<file path="src/rtl/adder_share_arbiter.sv">
// Two-requester round-robin arbiter feeding one shared 52+29 bit adder and a result register.
// Latency: one cycle from accept (reqN_valid && reqN_ready) to out_valid.
// Backpressure: while out_valid && !out_ready nothing is granted and the result is held.
module adder_share_arbiter #(
  parameter int TAG_W = 4
) (
  input  logic             clk,
  input  logic             reset,
  input  logic             req0_valid,
  output logic             req0_ready,
  input  logic [51:0]      req0_a,
  input  logic [28:0]      req0_b,
  input  logic [TAG_W-1:0] req0_tag,
  input  logic             req1_valid,
  output logic             req1_ready,
  input  logic [51:0]      req1_a,
  input  logic [28:0]      req1_b,
  input  logic [TAG_W-1:0] req1_tag,
  output logic             out_valid,
  input  logic             out_ready,
  output logic [52:0]      out_sum,
  output logic             out_src,
  output logic [TAG_W-1:0] out_tag,
  output logic [15:0]      grant_cnt
);

  logic             slot_free;
  logic             grant0;
  logic             grant1;
  logic             any_grant;
  logic             last_grant;
  logic [51:0]      op_a;
  logic [28:0]      op_b;
  logic [TAG_W-1:0] op_tag;
  logic [52:0]      sum;

  // The result register can take a new value when it is empty or being drained.
  assign slot_free = !out_valid || out_ready;

  // Round-robin grant: on contention the requester not served last wins.
  always_comb begin
    grant0 = 1'b0;
    grant1 = 1'b0;
    if (!reset && slot_free) begin
      if (req0_valid && req1_valid) begin
        grant0 = last_grant;
        grant1 = !last_grant;
      end else begin
        grant0 = req0_valid;
        grant1 = req1_valid;
      end
    end
  end

  assign req0_ready = grant0;
  assign req1_ready = grant1;
  assign any_grant  = grant0 || grant1;

  // Operand mux ahead of the single shared adder; b is zero-extended.
  always_comb begin
    op_a   = grant1 ? req1_a   : req0_a;
    op_b   = grant1 ? req1_b   : req0_b;
    op_tag = grant1 ? req1_tag : req0_tag;
  end

  assign sum = {1'b0, op_a} + {24'b0, op_b};

  // Result register, round-robin history and saturating grant counter.
  always_ff @(posedge clk or posedge reset) begin
    if (reset) begin
      out_valid  <= 1'b0;
      out_sum    <= '0;
      out_src    <= 1'b0;
      out_tag    <= '0;
      grant_cnt  <= '0;
      last_grant <= 1'b1;
    end else if (any_grant) begin
      out_valid  <= 1'b1;
      out_sum    <= sum;
      out_src    <= grant1;
      out_tag    <= op_tag;
      last_grant <= grant1;
      if (grant_cnt != 16'hFFFF) begin
        grant_cnt <= grant_cnt + 16'd1;
      end
    end else if (out_valid && out_ready) begin
      out_valid <= 1'b0;
    end
  end

endmodule

</file>
<file path="config.mk">
export PLATFORM = sky130hd
export DESIGN_NAME = adder_share_arbiter
export DESIGN_NICKNAME = d
export VERILOG_FILES = /design/src/rtl/adder_share_arbiter.sv
export SDC_FILE = /design/constraint.sdc
export NUM_CORES = 1
export LEC_CHECK = 0
export CORE_ASPECT_RATIO = 1.1
export CORE_MARGIN = 3
export CORE_UTILIZATION = 40
export DETAILED_ROUTE_END_ITERATION = 8
export GPL_ROUTABILITY_DRIVEN = 1
export PLACE_DENSITY = 0.76
export SLEW_MARGIN = 20
export SYNTH_ARGS = -nofsm -noshare
export SYNTH_HDL_FRONTEND = slang
export SYNTH_SLANG_ARGS = --single-unit
</file>
<file path="constraint.sdc">
create_clock -name clk -period 11.9 [get_ports clk]
set_input_delay 2.38 -clock clk [delete_from_list [all_inputs] [get_ports clk]]
set_output_delay 2.38 -clock clk [all_outputs]
set_load 0.01 [all_outputs]
</file>
# == Word level (Yosys, flattened, before mapping) ==
# Cells that the tools add are included.
# word_totals
input_bits,175
reg_bits,76
wordCells,28
# op_classes
reduce_logical,10
n_mux,9
n_eq_ne,1
add_sub_neg,2
# ops
op,count
adder 52 x 29 -> 53 bit,1
2-to-1 mux 52 bit,1
2-to-1 mux 29 bit,1
"adder 16 x 1 -> 16 bit, second input constant",1
"inequality test 16 bit, second input constant",1
2-to-1 mux 1 bit,6
2-to-1 mux 4 bit,1
logical AND 1 bit,3
logical NOT 1 bit,3
logical OR 1 bit,2
AND reduction 2 bit,1
nonzero test 2 bit,1

# == Longest topological paths before layout ==
# logic_depth
depth_word,6
ltp_mapped,19
mapped_depth_nobuf,13

# == Worst setup path after synthesis ==
# No wires, ideal clock.
# synth_timing
kind,input -> register
from,in out_ready
to,reg out_sum[40]
cell_stages,18
arrival_ns,6.799
path_slack_ns,5.006
n_path_buf,5
required_time_ns,11.805
setup_ns,0.095
path_cell_list,nor2b_4 -> a2111oi_4 -> buf_6 -> buf_4 -> buf_2 -> buf_2 -> buf_2 -> mux2_2 -> ha_1 -> fa_1 -> a21o_1 -> a221oi_2 -> o21ai_0 -> a221o_1 -> a31oi_2 -> a21o_1 -> nor3_1 -> o31ai_1
# synth_between
elab_chain_cells,5
# synth_lines
item,line,text
from (decl),20,"input logic out_ready,"
logical OR 1 bit *,38,assign slot_free = !out_valid || out_ready;
logical AND 1 bit *,44,if (!reset && slot_free) begin
2-to-1 mux 1 bit,44,
2-to-1 mux 52 bit or 2-to-1 mux 29 bit (tied branches),"61, 62",
adder 52 x 29 -> 53 bit,66,"assign sum = {1'b0, op_a} + {24'b0, op_b};"
to (signal assigned),79,out_sum <= sum;
to (decl),21,"output logic [52:0] out_sum,"
# Mark *: on every way between the ends. The rest lies on a longest branch, timed or not.
# A chain may end at the register's enable or synchronous reset.

# == Worst setup path after layout ==
# layout_timing
from,in req1_valid
to,reg out_sum[46]
# layout_between
elab_chain_cells,5
# layout_lines
item,line,text
from (decl),14,"input logic req1_valid,"
logical AND 1 bit,45,if (req0_valid && req1_valid) begin
2-to-1 mux 1 bit,45,
2-to-1 mux 1 bit,44,
2-to-1 mux 52 bit or 2-to-1 mux 29 bit (tied branches),"61, 62",
adder 52 x 29 -> 53 bit,66,
# Parallel ways exist; a longest one is shown, timed or not.

==> metrics.txt <==
# TYPE chip_impl_metric gauge
chip_impl_info{name="timing.setup.critical_path_class",value="primary input to flop"} 1
chip_impl_metric{name="ctsLongestPathBuffers",unit=""} 2
chip_impl_metric{name="final_cells",unit=""} 1099
chip_impl_metric{name="cts_setup_buffers",unit=""} 0
chip_impl_metric{name="globalRouteOverflowTotal",unit=""} 0
chip_impl_info{name="netlist.top_cell.by_area",value="dfrtp_1"} 1
chip_impl_metric{name="p_seq_share",unit="%"} 31.6
chip_impl_metric{name="int_power",unit="mW"} 0.741
chip_impl_metric{name="yosysWarnings",unit=""} 0
chip_impl_metric{name="worst-r2r-cell-count",unit=""} 14
chip_impl_metric{name="route.vias.total",unit=""} 5761
chip_impl_metric{name="grt_usage",unit="%"} 20.9
chip_impl_metric{name="clock_skew",unit="ps"} 7.85
chip_impl_metric{name="worst_slew_margin_rel",unit="%"} 31.0
chip_impl_metric{name="finalSetupViolCount",unit=""} 0
chip_impl_metric{name="comb_power_share",unit="%"} 44.7
chip_impl_metric{name="syn_nets",unit=""} 871
chip_impl_metric{name="cts_htree_levels",unit=""} 3
chip_impl_metric{name="post-route-drc-count",unit=""} 0
chip_impl_metric{name="detail-route-antenna-nets",unit=""} 0
chip_impl_metric{name="detail_route.wirelength",unit="mm"} 17.5
chip_impl_metric{name="numCtsBuffers",unit=""} 9
chip_impl_metric{name="cts-resized-gates",unit=""} 0
chip_impl_info{name="post_synth_main_area_contributors",value="dfrtp_1, mux2_2, ha_1"} 1
chip_impl_metric{name="fp.dieH",unit="µm"} 134
chip_impl_metric{name="proportion_of_layout_cells_with_a_drive_suffix_above_1",unit="%"} 10.1
chip_impl_metric{name="worst_setup_hold_path_clk_slew",unit="ps"} 60
chip_impl_metric{name="ys_ff_latch",unit=""} 76
chip_impl_metric{name="worst-path-buf-inv",unit=""} 3
chip_impl_metric{name="floorplan.initialDensity",unit="%"} 41.2
chip_impl_metric{name="critical-path-max-stage-delay",unit="ps"} 580
chip_impl_metric{name="min_path_cells",unit=""} 2
chip_impl_metric{name="pin_count",unit=""} 252
chip_impl_info{name="crit_path_start_kind",value="primary input"} 1
chip_impl_metric{name="report.final.hold_viol_count",unit=""} 0
chip_impl_metric{name="required",unit="ps"} 12120
chip_impl_metric{name="floorplan.rows",unit=""} 46
chip_impl_metric{name="timing.final.crit_share",unit="%"} 59.5
chip_impl_info{name="cts_tree",value="built"} 1
chip_impl_metric{name="power.density_cell_area",unit="nW/µm²"} 128
chip_impl_info{name="yosys_most_used_dff",value="dfrtp_1"} 1
chip_impl_metric{name="period_needed",unit="ps"} 7080
chip_impl_metric{name="fmaxAchievable",unit="MHz"} 141
chip_impl_metric{name="cap_viol_max_count",unit=""} 0
chip_impl_metric{name="post-synth-top-area-fraction",unit="%"} 31.4
chip_impl_metric{name="ctsHoldBuffers",unit=""} 0
chip_impl_info{name="root_buffer",value="clkbuf_16"} 1
chip_impl_info{name="critical_path_cell_by_cell",value="clkdlybuf4s50_1, inv_1, a2111oi_4, buf_4, mux2_2, ha_1, fa_1, a21o_1, a221oi_2, o21ai_0, a221o_1, a31oi_2, a21oi_1, and3_1, o31ai_1"} 1
chip_impl_metric{name="postSynthCellCount",unit=""} 665
chip_impl_metric{name="grt_antenna_before_repair",unit=""} 0
chip_impl_metric{name="clock_power_share",unit="%"} 23.7
chip_impl_metric{name="finish.net_count",unit=""} 1108
chip_impl_metric{name="post_synth_instance_area",unit="µm²"} 5980
chip_impl_metric{name="drt_iter0_markers",unit=""} 352
chip_impl_metric{name="synth_enable_flop_cells",unit=""} 0
chip_impl_metric{name="worstSkewPairLatency",unit="ps"} 330
chip_impl_info{name="yosys-top-cells-count",value="nand2_1, dfrtp_1, mux2_2, o21ai_0, xnor2_1"} 1
chip_impl_metric{name="maximum_number_of_pins_on_one_net_before_global_route_repair",unit=""} 116
chip_impl_metric{name="slack_of_the_worst_reg_to_reg_path",unit="ps"} 6980
chip_impl_info{name="worst_path_dominant_cell_family",value="compound AO/OA/AOI/OAI gates"} 1
chip_impl_metric{name="hpwlAfterDp",unit="mm"} 13.7
chip_impl_metric{name="power.switching_fraction",unit="%"} 35.0
chip_impl_metric{name="worst_ep_arrival_time",unit="ps"} 7300
chip_impl_metric{name="synthDistinctLibCells",unit=""} 52
chip_impl_metric{name="routabilityCongestion",unit=""} 0.850
chip_impl_info{name="worst_hold_path_type",value="flop to flop"} 1
chip_impl_info{name="worst_path_max_delay_cell",value="buf_4"} 1
chip_impl_metric{name="seq_area_frac_synth",unit="%"} 31.8
chip_impl_metric{name="antenna-diode-count",unit=""} 0
chip_impl_info{name="worstSetupEndpointType",value="flop"} 1
chip_impl_info{name="run_status",value="complete, no violations"} 1
chip_impl_metric{name="finish.utilization",unit="%"} 61.6
chip_impl_metric{name="net-switching-power",unit="mW"} 0.399
chip_impl_metric{name="cellLeakagePower",unit="nW"} 3.63
chip_impl_metric{name="max-vdd-ir-drop",unit="mV"} 0.0611
chip_impl_metric{name="async_flop_share",unit="%"} 100
chip_impl_metric{name="dp_cells",unit=""} 1082
chip_impl_metric{name="path_length_in_cells_of_the_critical_path",unit=""} 15
chip_impl_metric{name="worst-slew-pin-transition",unit="ps"} 1030
chip_impl_info{name="grt_setup_unrepaired",value="no"} 1
chip_impl_metric{name="critical_path.max_fanout",unit=""} 56
chip_impl_metric{name="die_area",unit="µm²"} 16500
chip_impl_metric{name="layout-area-overhead-vs-synth",unit="%"} 49.4
chip_impl_metric{name="total_negative_setup_slacks",unit="ps"} 0
chip_impl_metric{name="slew_violations",unit=""} 0
chip_impl_metric{name="die_width",unit="µm"} 123
chip_impl_metric{name="grt_first_pass_wirelength",unit="mm"} 28.0
chip_impl_metric{name="drt-pass1-iter-count",unit=""} 8
chip_impl_info{name="yosysMostFrequentCell",value="nand2_1"} 1
chip_impl_metric{name="io_buffers",unit=""} 251
chip_impl_metric{name="clkSinkCount",unit=""} 76
chip_impl_metric{name="wire_per_inst",unit="µm"} 15.9
chip_impl_metric{name="grt_pass1_vias",unit=""} 5691
chip_impl_metric{name="vias_per_cell",unit=""} 5.24
chip_impl_metric{name="floorplan.core_area",unit="µm²"} 14500
chip_impl_metric{name="postSynthAreaPerCell",unit="µm²"} 8.99
==> final timing paths <==
check / from / to
worst max-delay path: req1_valid / out_sum[46]
worst min-delay path: out_sum[52] / out_sum[52]
worst max register to register: out_valid / out_sum[46]
worst min register to register: out_sum[52] / out_sum[52]
max in group asynchronous: reset / out_sum[16]
min in group asynchronous: reset / grant_cnt[11]
==> metal layers <==
metal	global-route usage, %	part of all wire, %
met4	6.10	1.1
met5	0	0
met2	36.8	50
met3	3.58	6.0
met1	26.1	42
==> cell usage in the layout (no fill, tap or decap), types with 6 or more instances in the layout <==
master | netlist | final
o31ai_1 | 6 | 6
nand2_1 | 96 | 96
mux2i_1 | 28 | 28
nor3_1 | 12 | 12
nand2b_1 | 7 | 7
o21a_1 | 8 | 8
a31oi_1 | 10 | 10
ha_1 | 30 | 30
and3_1 | 10 | 10
o21ai_0 | 61 | 61
dfrtp_1 | 75 | 75
mux2_2 | 64 | 64
a21oi_1 | 30 | 30
o211ai_1 | 9 | 9
clkbuf_16 | 0 | 9
inv_1 | 8 | 7
nor2_1 | 25 | 25
a211oi_1 | 6 | 6
clkdlybuf4s50_1 | 0 | 251
o21bai_1 | 6 | 6
a21o_1 | 17 | 17
nand3_1 | 19 | 19
xor2_1 | 26 | 26
xnor2_1 | 32 | 32
nand4_1 | 11 | 11
==> power groups by stage <==
| stage | clock [mW] | sequential (mW) | combinational, mW |
|---|---|---|---|
| final | 0.270 | 0.360 | 0.510 |
| after global routing | 0.286 | 0.369 | 0.558 |
| after CTS | 0.277 | 0.361 | 0.514 |
| after detailed placement | 0 | 0.365 | 0.512 |
| after global placement | 0 | 0.363 | 0.506 |
| after floorplan | 0 | 0.390 | 0.232 |
==> worst reg2reg max path, delay by kind of cell (launching register included) <==
kind            cells  cell delay [ps]
fa+ha+maj           2              650
buf+inv             1              580
simple gates        2              350
flops               1              380
compound gates      8             2440
mux                 1              420
==> state kept, by name, indices dropped and copies added, names as in the netlist <==
name,flops
out_sum,53
out_tag,4
grant_cnt,16
out_valid,1
last_grant,1
out_src,1
==> cell families after synthesis <==
logic type,share of synthesized area (%)
mux,16.7
compound gates,18.4
flops,31.8
xor+xnor,8.50
simple gates,15.1
buf+inv,2.76
fa+ha+maj,6.61
==> stage by stage <==
step / power [mW] / worst slack [ps] / hold slack (ps) / area [µm²]
after detailed placement: 0.877 / 4450 / 462 / 8640
final: 1.14 / 4820 / 473 / 8940
after global placement: 0.869 / 4600 / 449 / 8640
after global routing: 1.21 / 4350 / 494 / 8940
after CTS: 1.15 / 4790 / 477 / 8930
after floorplan: 0.622 / 5010 / 507 / 5980
==> cell type report <==
class / instances / area (µm²)
Inverter: 8 / 31.3
Clock buffer: 9 / 225
Clock inverter: 7 / 63.8
Timing Repair Buffer: 256 / 2550
Fill cell: 1321 / 5570
Tap cell: 192 / 240
Sequential cell: 76 / 1900
Multi-Input combinational cell: 551 / 3920
Power figures use the tool's default switching activity.
